==> src/rtl/spi_master_pkg.sv <==
// Shared constants, FSM encoding and counter-sizing helpers for the SPI master.
package spi_master_pkg;

  localparam int DATA_W_DEF = 32;

  typedef enum logic [2:0] {
    ST_IDLE  = 3'd0,
    ST_SETUP = 3'd1,
    ST_XFER  = 3'd2,
    ST_HOLD  = 3'd3,
    ST_GAP   = 3'd4
  } state_t;

  // Bits needed to hold a down-counter running from n-1 to 0 (at least one bit).
  function automatic int cnt_w(input int n);
    return (n < 2) ? 1 : $clog2(n);
  endfunction

  function automatic int max_of(input int a, input int b);
    return (a > b) ? a : b;
  endfunction

endpackage

==> src/rtl/spi_master_clk_gen.sv <==
// sclk divider: registered sclk toggling every CLK_DIV cycles while enabled, idle low.
// The strobes mark the cycle whose closing edge makes sclk rise or fall.
module spi_clk_gen
  import spi_master_pkg::*;
#(
  parameter int CLK_DIV = 4
) (
  input  logic clk,
  input  logic rst,
  input  logic en,
  output logic sclk,
  output logic rise_stb,
  output logic fall_stb
);

  localparam int DW = cnt_w(CLK_DIV);

  logic [DW-1:0] div_cnt;
  logic          tick;

  assign tick     = en && (div_cnt == '0);
  assign rise_stb = tick && !sclk;
  assign fall_stb = tick && sclk;

  always_ff @(posedge clk or negedge rst) begin
    if (!rst) begin
      sclk    <= 1'b0;
      div_cnt <= '0;
    end else if (!en) begin
      sclk    <= 1'b0;
      div_cnt <= '0;
    end else if (tick) begin
      sclk    <= ~sclk;
      div_cnt <= DW'(CLK_DIV - 1);
    end else begin
      div_cnt <= div_cnt - 1'b1;
    end
  end

endmodule

==> src/rtl/spi_master.sv <==
// SPI mode-0 master, MSB first: one full-duplex DATA_W-bit frame per accepted start.
//   state | meaning
//   IDLE  | ss high, waiting for start
//   SETUP | ss low, sclk low, MSB on mosi for SS_SETUP cycles
//   XFER  | DATA_W sclk periods, then one trailing low phase (tail)
//   HOLD  | ss low, sclk low for SS_HOLD cycles
//   GAP   | ss high, done pulsed on entry, busy held for SS_GAP cycles
module spi_master
  import spi_master_pkg::*;
#(
  parameter int DATA_W   = DATA_W_DEF,
  parameter int CLK_DIV  = 4,
  parameter int SS_SETUP = 2,
  parameter int SS_HOLD  = 2,
  parameter int SS_GAP   = 2
) (
  input  logic              clk,
  input  logic              rst,
  input  logic              start,
  input  logic [DATA_W-1:0] data_in,
  output logic              busy,
  output logic              done,
  output logic [DATA_W-1:0] data_out,
  output logic              sclk,
  output logic              ss,
  output logic              mosi,
  input  logic              miso
);

  localparam int TMR_MAX = max_of(max_of(CLK_DIV, SS_SETUP), max_of(SS_HOLD, SS_GAP));
  localparam int TW      = cnt_w(TMR_MAX);
  localparam int BW      = cnt_w(DATA_W);

  state_t            state;
  logic [TW-1:0]     tmr;
  logic [BW-1:0]     bit_cnt;
  logic [DATA_W-1:0] shreg;
  logic              tail;
  logic              clk_en;
  logic              rise_stb;
  logic              fall_stb;

  // Divider runs from the last SETUP cycle so the first rise lands exactly SS_SETUP after ss falls.
  assign clk_en = ((state == ST_SETUP) && (tmr == '0)) || ((state == ST_XFER) && !tail);

  spi_clk_gen #(.CLK_DIV(CLK_DIV)) u_clk_gen (
    .clk      (clk),
    .rst      (rst),
    .en       (clk_en),
    .sclk     (sclk),
    .rise_stb (rise_stb),
    .fall_stb (fall_stb)
  );

  always_ff @(posedge clk or negedge rst) begin
    if (!rst) begin
      state    <= ST_IDLE;
      tmr      <= '0;
      bit_cnt  <= '0;
      shreg    <= '0;
      tail     <= 1'b0;
      busy     <= 1'b0;
      done     <= 1'b0;
      data_out <= '0;
      ss       <= 1'b1;
      mosi     <= 1'b0;
    end else begin
      done <= 1'b0;
      case (state)
        ST_IDLE: begin
          if (start) begin
            state   <= ST_SETUP;
            busy    <= 1'b1;
            ss      <= 1'b0;
            shreg   <= data_in;
            mosi    <= data_in[DATA_W-1];
            tmr     <= TW'(SS_SETUP - 1);
            bit_cnt <= '0;
            tail    <= 1'b0;
          end
        end
        ST_SETUP: begin
          if (rise_stb) state <= ST_XFER;
          else          tmr   <= tmr - 1'b1;
        end
        ST_XFER: begin
          if (tail) begin
            if (tmr == '0) begin
              state <= ST_HOLD;
              tmr   <= TW'(SS_HOLD - 1);
            end else begin
              tmr <= tmr - 1'b1;
            end
          end else if (fall_stb) begin
            // Sample at the end of the high phase; mosi moves to the next bit on the same edge.
            shreg <= {shreg[DATA_W-2:0], miso};
            if (bit_cnt == BW'(DATA_W - 1)) begin
              tail <= 1'b1;
              tmr  <= TW'(CLK_DIV - 1);
            end else begin
              bit_cnt <= bit_cnt + 1'b1;
              mosi    <= shreg[DATA_W-2];
            end
          end
        end
        ST_HOLD: begin
          if (tmr == '0) begin
            state    <= ST_GAP;
            ss       <= 1'b1;
            data_out <= shreg;
            done     <= 1'b1;
            tmr      <= TW'(SS_GAP - 1);
          end else begin
            tmr <= tmr - 1'b1;
          end
        end
        ST_GAP: begin
          if (tmr == '0) begin
            state <= ST_IDLE;
            busy  <= 1'b0;
          end else begin
            tmr <= tmr - 1'b1;
          end
        end
        default: state <= ST_IDLE;
      endcase
    end
  end

endmodule
==> config.mk <==
export PLATFORM = sky130hd
export DESIGN_NAME = spi_master
export DESIGN_NICKNAME = d
export VERILOG_FILES = /design/src/rtl/spi_master_pkg.sv /design/src/rtl/spi_master_clk_gen.sv /design/src/rtl/spi_master.sv
export SDC_FILE = /design/constraint.sdc
export NUM_CORES = 1
export LEC_CHECK = 0
export CAP_MARGIN = 0
export CELL_PAD_IN_SITES_DETAIL_PLACEMENT = 2
export CELL_PAD_IN_SITES_GLOBAL_PLACEMENT = 2
export CORE_MARGIN = 2
export CORE_UTILIZATION = 30
export DETAILED_ROUTE_END_ITERATION = 12
export PLACE_DENSITY = 0.84
export SYNTH_ARGS = -nofsm -noshare
export SYNTH_HDL_FRONTEND = slang
export SYNTH_HIERARCHICAL = 1
export SYNTH_SLANG_ARGS = --single-unit
==> constraint.sdc <==
create_clock -name clk -period 2.35 [get_ports clk]
set_input_delay 0.47 -clock clk [delete_from_list [all_inputs] [get_ports clk]]
set_output_delay 0.47 -clock clk [all_outputs]
set_load 0.005 [all_outputs]
==> impl_results.md <==
* Status: completed
* Post-synth top cells: 81 x dfrtp_1, 39 x o21ai_0, 38 x nand2_1
* Area Growth Syn to Fin at 35.5%
* Critical path class: reg2reg
* Data required, critical path at about 2.6 ns
* PD cells at 1250 mW/mm^2
* Crit. End Element: flop
* Dpl ws at 0.0271 ns
* CTS buffer count at 9
* Cells after Synth at approximately 320
* Post-route insts no fill at 556
* Slew margin rel. at 52.8%
* Clock Pin Slew Worst Setup and Hold Paths at 0.06 ns
* Longest Clk Path Bufs at 2
* Starting Density at about 31%
* Min Clock Period, post-route at 2.32 ns
* Post-synth ARST share at 100%
* Crit path largest cell delay at roughly 0.43 ns
* Area leader, netlist: dfrtp_1
* CP max stage cell: dfrtp_1
* Clk root buf: clkbuf_16
* Routed via count at 2,814
* First-pass GRT wire length at roughly 17,000 microns
* Mapped cell area at 0.00369 sq mm
* Number of global-route vias before repair at 3,140
* Setup violations, final at 0
* Core Region at between 0.01 and 0.015 sq mm
* Mean routed wirelength per cell at ~20 microns
* Static Leak at 2.19 nW
* Number of synthesized flops with an enable pin at 0
* Slack of the critical path at 0.0321 ns
* Post-synthesis sequential area ratio at 55.6%
* Unrepaired setup endpoints after global routing: yes
* CTS tree: yes
* GP Congestion at just over 0.8
* Largest net degree at the start of global routing at 65
* Die Ht at 115 microns
* Final hold violations at 0
* Worst hold path class: in2async
* Count leader, synth: dfrtp_1
* Crit start category: flop
* Final Max Tran Viols at 0
* Delay-heaviest family, CP: simple AND/OR/NAND/NOR gates
* Share of layout cells above drive strength 1 at 21.8%
* Max-Cap Viols at 0
* CP Cell Sequence: inv_2, ha_4, nand2_4, nor2_4, a21oi_2, nor2_2, nand2_1, nor2_2, nand2_1, o21a_1, o311ai_4, mux2_4
* CP Max Fanout at 4
* Warning count from the yosys run at 6
* Synth unique cells at 41
* Syn nets at 359
* Total Wirelength at ~11,000 microns
* Peak supply drop at between 400 and 500 uV
* Flops & latches, synth at around 80
* Initial antenna violation count at 0
* Initial drt markers at 131
* Max Clock Freq at 431 MHz
* Buf/Inv on CP at 1
* CTS sink cnt at 82
* Setup Skew at 0.00572 ns
* Pre-antenna DRT Iters at 4
* Post-layout util at 41.7%
* Final HPWL DP at between 7000 and 8000 microns
* Net count, final at 445
* GRT Util Overall at 17.2%
* Drt via density at approximately 5.1
* H-Tree Level Count at 3
* Crit path DAT at 2.55 ns
* Worst slew pin tran at 0.707 ns
* N_diodes at 0
* Port Buffers at 72
* # IOs at 73
* Clk_lat worst skew at 0.34 ns
* Power, Total at 6.27 mW
* Rows at 40
* Avg Synthesized Cell Area at 11.6 sq um
* Full die area at 0.0132 sq mm
* Remaining antenna violation count at 0
* Cell Count Post-Placement at 534
* Die W at about 110 microns
* Top cell type's share of synthesized area at 54.9%
* Synth Flop Type: dfrtp_1
* Cts hold-fix bufs at 0
* Fin crit share at between 90% and 100%
* DRC viols at 0
* Grt ovf at 0
* Top post-synthesis cells by area: dfrtp_1 55%, mux2_2 10%, mux2i_1 8.4%
-- per-layer routing --
| metal | global-route usage, % | vias up | share of wire, % |
|---|---|---|---|
| met5 | 0 | - | 0 |
| met4 | 5.30 | 0 | 1.2 |
| met3 | 4.48 | 11 | 4.3 |
| met2 | 28.2 | 59 | 51 |
| met1 | 22.4 | 1460 | 44 |
| li1 | - | 1284 | - |
-- where the power goes --
part           switching [mW]  internal [mW]  leakage (nW)  total [mW]
Combinational            1.08           1.41          1.01        2.49
Clock                   0.575          0.708         0.136        1.28
Sequential              0.477           2.02          1.04        2.50
Total                    2.13           4.14          2.19        6.27
-- final timing paths --
kind	startpoint	endpoint	slack [ns]	cells past startpoint
min in group clk	u_clk_gen/div_cnt[0]	u_clk_gen/div_cnt[0]	0.43	1
max in group asynchronous	rst	shreg[24]	1.50	2
min reg2reg	u_clk_gen/div_cnt[0]	u_clk_gen/div_cnt[0]	0.43	1
max reg2reg	tmr[0]	tmr[0]	0.03	12
min	rst	data_out[12]	0.17	1
max	tmr[0]	tmr[0]	0.03	12
-- kinds of logic (layout without fill, tap and decap cells) --
| kind of cell | Yosys count | count (layout) | synth area share [%] |
|---|---|---|---|
| flip-flops | 82 | 82 | 55.6 |
| AND/OR/NAND/NOR | 73 | 73 | 9.62 |
| multiplexers | 66 | 66 | 19.3 |
| AO/OA/AOI/OAI | 62 | 62 | 9.62 |
| buffers and inverters | 28 | 119 | 3.76 |
| adder cells (fa/ha/maj) | 5 | 5 | 1.69 |
| XOR/XNOR | 2 | 2 | 0.474 |
-- state kept, by name, indices dropped and copies added (netlist names), 2 cells and up --
name,cells
shreg,32
state,3
u_clk_gen/div_cnt,2
bit_cnt,5
data_out,32
tmr,2
-- what timing repair did --
item	4_1_cts	5_1_grt
pin swaps	0	5
setup endpoints to repair	2	40
gates resized for setup	1	12
setup buffers	0	6
-- through the flow --
stage | TNS (ns) | area [sq um] | hold slack (ns)
6_report | 0 | 5010 | 0.168
5_1_grt | -0.181 | 5010 | 0.223
4_1_cts | 0 | 4910 | 0.209
3_5_place_dp | 0 | 4650 | 0.430
3_3_place_gp | 0 | 4650 | 0.418
2_1_floorplan | 0 | 3690 | 0.174
-- layout make-up --
class / count / area (sq um)
Fill cell: 1253 / 7010
Sequential cell: 82 / 2050
Multi-Input combinational cell: 208 / 1570
Timing Repair Buffer: 93 / 901
Clock buffer: 10 / 229
Tap cell: 147 / 184
Inverter: 10 / 37.5
Clock inverter: 6 / 33.8
-- layout by cell type, fill, tap and decap left out, drive strengths merged, types with 3 or more instances in the layout --
| cell type | count |
|---|---|
| a21oi | 9 |
| buf | 22 |
| clkbuf | 10 |
| clkdlybuf4s50 | 71 |
| clkinv | 6 |
| dfrtp | 81 |
| ha | 5 |
| inv | 10 |
| mux2 | 35 |
| mux2i | 31 |
| nand2 | 38 |
| nand3b | 3 |
| nor2 | 12 |
| nor2b | 5 |
| o21ai | 40 |
Note: power is estimated with default switching activity, not from simulation.
